File: src/rtl/alu_shift_unit.sv
// alu_shift_unit: single-cycle ALU plus bit-serial shifter (one bit per cycle).
// Optional feature: define ALU_SHIFT_ROTATE_EN to build rol/ror (opcodes 1011/1100);
// without it those opcodes behave as undefined opcodes (result 0).
module alu_shift_unit #(
  parameter int WIDTH = 32,
  parameter int SHW   = 5
) (
  input  logic             clk,
  input  logic             reset,
  input  logic             start,
  input  logic [3:0]       opCode,
  input  logic [WIDTH-1:0] rs,
  input  logic [WIDTH-1:0] rt,
  output logic [WIDTH-1:0] result,
  output logic             busy,
  output logic             done,
  output logic             zero,
  output logic             carry
);

  localparam logic [1:0] IDLE  = 2'd0;
  localparam logic [1:0] SHIFT = 2'd1;
  localparam logic [1:0] DONE  = 2'd2;

  logic [1:0]       r_state;
  logic [3:0]       r_op;
  logic [SHW-1:0]   r_count;
  logic [WIDTH-1:0] r_result;
  logic             r_zero;
  logic             r_carry;

  logic [WIDTH:0]   w_sum;
  logic [WIDTH:0]   w_diff;
  logic [WIDTH-1:0] w_alu;
  logic             w_alu_carry;
  logic             w_is_shift;
  logic [SHW-1:0]   w_amt;
  logic [WIDTH-1:0] w_step;

  assign w_sum  = {1'b0, rs} + {1'b0, rt};
  assign w_diff = {1'b0, rs} - {1'b0, rt};
  assign w_amt  = rt[SHW-1:0];

  // Single-cycle ALU result and carry/borrow for the operation being accepted
  always_comb begin
    w_alu       = '0;
    w_alu_carry = 1'b0;
    case (opCode)
      4'b0001: begin w_alu = w_sum[WIDTH-1:0];  w_alu_carry = w_sum[WIDTH];  end
      4'b0010: begin w_alu = w_diff[WIDTH-1:0]; w_alu_carry = w_diff[WIDTH]; end
      4'b0011: w_alu = rs & rt;
      4'b0100: w_alu = rs | rt;
      4'b0101: w_alu = ~rs;
      4'b0110: w_alu = rs ^ rt;
      default: w_alu = '0;
    endcase
  end

  // Classify the incoming opcode as a multi-cycle shift/rotate
  always_comb begin
    case (opCode)
      4'b1000, 4'b1001, 4'b1010: w_is_shift = 1'b1;
`ifdef ALU_SHIFT_ROTATE_EN
      4'b1011, 4'b1100:          w_is_shift = 1'b1;
`endif
      default:                   w_is_shift = 1'b0;
    endcase
  end

  // One-bit shift/rotate of the working result for the captured opcode
  always_comb begin
    case (r_op)
      4'b1000: w_step = {r_result[WIDTH-2:0], 1'b0};
      4'b1001: w_step = {1'b0, r_result[WIDTH-1:1]};
      4'b1010: w_step = {r_result[WIDTH-1], r_result[WIDTH-1:1]};
`ifdef ALU_SHIFT_ROTATE_EN
      4'b1011: w_step = {r_result[WIDTH-2:0], r_result[WIDTH-1]};
      4'b1100: w_step = {r_result[0], r_result[WIDTH-1:1]};
`endif
      default: w_step = r_result;
    endcase
  end

  // Control FSM and result/flag registers; flags always track the value written to result
  always_ff @(posedge clk) begin
    if (reset) begin
      r_state  <= IDLE;
      r_op     <= '0;
      r_count  <= '0;
      r_result <= '0;
      r_zero   <= 1'b1;
      r_carry  <= 1'b0;
    end else begin
      case (r_state)
        IDLE: begin
          if (start) begin
            r_op <= opCode;
            if (w_is_shift) begin
              r_result <= rs;
              r_zero   <= (rs == '0);
              r_carry  <= 1'b0;
              r_count  <= w_amt;
              r_state  <= (w_amt == '0) ? DONE : SHIFT;
            end else begin
              r_result <= w_alu;
              r_zero   <= (w_alu == '0);
              r_carry  <= w_alu_carry;
              r_state  <= DONE;
            end
          end
        end
        SHIFT: begin
          r_result <= w_step;
          r_zero   <= (w_step == '0);
          r_count  <= r_count - SHW'(1);
          if (r_count == SHW'(1)) r_state <= DONE;
        end
        DONE:    r_state <= IDLE;
        default: r_state <= IDLE;
      endcase
    end
  end

  assign result = r_result;
  assign zero   = r_zero;
  assign carry  = r_carry;
  assign busy   = (r_state != IDLE);
  assign done   = (r_state == DONE);

endmodule

File: config.mk
export PLATFORM = sky130hd
export DESIGN_NAME = alu_shift_unit
export DESIGN_NICKNAME = d
export VERILOG_FILES = /design/src/rtl/alu_shift_unit.sv
export SDC_FILE = /design/constraint.sdc
export NUM_CORES = 1
export LEC_CHECK = 0
export BUFFER_PORTS_ARGS = -buffer_cell sky130_fd_sc_hd__buf_2
export CORE_UTILIZATION = 45
export DETAILED_ROUTE_END_ITERATION = 7
export PLACE_DENSITY = 0.7
export SYNTH_ARGS = -nofsm -noshare
export SYNTH_HDL_FRONTEND = slang
export SYNTH_SLANG_ARGS = --single-unit
File: constraint.sdc
create_clock -name clk -period 4.1 [get_ports clk]
set_clock_uncertainty 0.05 [all_clocks]
set_input_delay 0 -clock clk [delete_from_list [all_inputs] [get_ports clk]]
set_output_delay 0 -clock clk [all_outputs]
set_load 0.01 [all_outputs]
==> results.yml <==
route:
  routed_wl_um: 37870
  drt-initial-drc-count: 1452
  viasPerCell: 6.798
  first_pass_iters: 8
  ant_nets: 0
  vias: 11260
  wl_per_cell_um: 22.87
  drcViolationCount: 2
clocking:
  cts_root_buf: "clkbuf_16"
  cts.sinks: 45
  cts_buffer_depth: 2
  post-cts-setup-buffers: 0
  cts_tree: "done"
  htreeDepth: 2
  cts_made_buffers: 5
  clkLatencyLatePin_ns: 0.30
  clkTransAtPathRegs_ns: 0.07
global_routing:
  gr-usage-met3: 0.05533
  antenna_found_initial: 0
  grt_overflow: 0
  grt_pass1_vias: 10210
  busiest_layer: "met2"
  grt_use_met2: 0.5972
  grt_pass1_wl_um: 57810
  track_usage: 0.3638
  grt_max_degree: 27
  use_met1: 0.4716
place:
  place.gp.congestion: 1.039
  port_buffers: 106
  dp_hpwl_um: 29380
critical_path:
  crit_path_end_kind: "flip-flop"
  r2r-end: "zero"
  critPathRequiredTime_ns: 4.28
  crit_arrival_ns: 4.10
  reg2reg_from: "r_op[2]"
  critPathMaxFanout: 8
  worstSetupStartpoint: "rt[2]"
  start_kind: "primary input"
  regToRegSetupSlack_ns: 0.38
  r2r_cells: 11
  critPathKind: "in2reg"
  endpoint: "zero"
floorplanning:
  die_width_um: 142.9
  rows: 51
  die_h_um: 142.9
  die_area_um2: 20420
  core_area_um2: 19460
  initial_utilization: 0.4590
  ios: 107
power:
  peakVddDrop_mv: 0.1769
  clkPwrFrac: 0.186
  p_leak_nw: 4.348
  powerDensity_nw_per_um2: 222.5
  seqPwrFrac: 0.243
  combPwrFrac: 0.572
  p_sw_w: 0.001067
  internal-power_w: 0.001167
  swShare: 0.4776
final_layout:
  fillers: 2029
  area_growth_pct: 12.41
  layout-drive-gt1-share: 0.1452
  antenna_cells: 0
  final_net_count: 1570
logic_synthesis:
  synth.cell_area_um2: 8934
  synth_edf_count: 0
  synth.distinct_cells: 86
  syn_area_per_cell_um2: 6.788
  synth_cells: 1316
  async_flop_share: 0
  yosys.area.top_type: "ha_1"
  seq_area_frac_synth: 0.1008
  synth_area_leaders: "ha_1, dfxtp_1, a21oi_1"
  netlist_top_cells_count: "a21oi_1, nor2_1, ha_1, nand2_1, inv_1"
  syn_nets: 1496
  synth_warnings: 0
  ys_ff_latch: 45
  synth.top_cell.area_share: 0.1499
  synthMostInstantiatedCell: "a21oi_1"
  ys.flop_type: "dfxtp_1"
worst_hold_path:
  hold_path.class: "in2reg"
timing:
  fmax_ghz: 0.2553
  drv_slew: 0
  hold_violations: 0
  tightest_slew_ns: 1.055
  setup_viol_count_final: 0
  rsz0062_at_grt: "no"
  final.setup.tns_ns: 0
  slew_headroom: 0.2964
  whs_ns: 0.03040
  period_share: 0.9555
  min_period_ns: 3.917
run:
  cap_violations: 0
status:
  outcome: "complete, but fails checks"
  failed_checks: "DRC"
==> worst min path at each step <==
stage | from | to | slack [ns] | depth (start not counted)
detailed placement | rt[2] | r_count[2] | 0.26 | 3
CTS | rt[0] | r_count[0] | 0.03 | 3
floorplan | rt[4] | r_count[4] | 0.09 | 2
global route | rt[1] | r_count[1] | 0.03 | 3
global placement | rt[2] | r_count[2] | 0.24 | 3
finish | rt[1] | r_count[1] | 0.03 | 3
==> metal layers <==
metal | wire length, µm | part of all wire
met3 | 4135 | 0.11
met5 | 0 | 0
met4 | 1776 | 0.047
met2 | 16950 | 0.45
met1 | 15000 | 0.40
==> cells in the final DEF (no fill, tap or decap), drive strengths merged, types with 7 or more instances in the layout <==
cell type | synthesis | layout
buf | 19 | 153
a21oi | 127 | 127
nor2 | 112 | 112
nand2 | 107 | 107
inv | 106 | 107
ha | 107 | 107
o21ai | 79 | 79
dfxtp | 45 | 45
nor3 | 37 | 37
nand3 | 32 | 32
a22oi | 30 | 30
o22ai | 30 | 30
nor4 | 28 | 28
a211oi | 23 | 23
o211ai | 22 | 22
nand2b | 21 | 21
a31oi | 21 | 21
nor2b | 21 | 21
nand4 | 20 | 20
a221oi | 20 | 20
a21o | 16 | 16
mux2i | 16 | 16
o21bai | 11 | 11
xnor2 | 10 | 10
o21a | 10 | 10
o31ai | 10 | 10
o221ai | 9 | 9
or2 | 8 | 8
and3 | 8 | 8
and2 | 7 | 7
==> what timing repair did <==
action                                 4_1_cts  5_1_grt
resized for setup                            0       10
hold buffers                                 3        0
endpoints found under the hold margin        3        0
setup endpoints to repair                    0        2
==> logic make-up (layout without fill, tap and decap cells) <==
kind of cell | count (synthesis) | in the layout | synth area share
AO/OA/AOI/OAI | 501 | 501 | 0.3824
XOR/XNOR | 12 | 12 | 0.01176
adder cells (fa/ha/maj) | 109 | 109 | 0.1543
buffers and inverters | 195 | 270 | 0.08501
flip-flops | 45 | 45 | 0.1008
multiplexers | 20 | 20 | 0.02297
AND/OR/NAND/NOR | 434 | 434 | 0.2427
==> cell type report <==
class	instances	area, µm²	share of cell area
multi-input combinational	1076	7352	0.7321
clock buffer	5	125.1	0.01246
sequential	45	900.9	0.08971
inverter	106	397.9	0.03962
timing repair buffer	156	913.4	0.09095
clock inverter	3	21.27	0.002118
tap	265	331.6	0.03302
==> critical path, stage by stage <==
cell and delay [ns]:
dlygate4sd3_1 0.53, buf_2 0.14, inv_1 0.10, ha_2 0.33
nand2b_4 0.17, a2111o_1 0.46, a211oi_4 0.36, o211ai_2 0.17
a221oi_4 0.37, nor2_1 0.08, nand4b_1 0.21, or4_1 0.58
nor4_2 0.32, nand4_1 0.13, o22ai_2 0.12
==> state kept, by name (all words and copies together) (netlist names) <==
register  cells
r_state       2
carry         1
r_count       5
result       32
zero          1
r_op          4
==> power by group through the flow <==
| stage | registers [W] | clock network, W | logic, W |
|---|---|---|---|
| 2_1_floorplan | 0.000534 | 0 | 0.000809 |
| 5_1_grt | 0.000544 | 0.000433 | 0.00137 |
| 3_3_place_gp | 0.000546 | 0 | 0.00121 |
| 4_1_cts | 0.000537 | 0.000412 | 0.00123 |
| 3_5_place_dp | 0.000546 | 0 | 0.00122 |
| 6_report | 0.000542 | 0.000415 | 0.00128 |
==> metrics by stage <==
stage	util	area, µm²	power, W	setup slack (ns)	cells
floorplan	-	8934	0.001342	0.9639	1316
global placement	0.5040	9809	0.001756	0.3029	1645
detailed placement	0.5040	9809	0.001764	0.2524	1645
CTS	0.5131	9986	0.002175	0.05640	1656
global route	0.5160	10040	0.002350	0.004473	1656
finish	0.5160	10040	0.002234	0.1825	1656
Note: power is estimated with default switching activity, not from simulation.
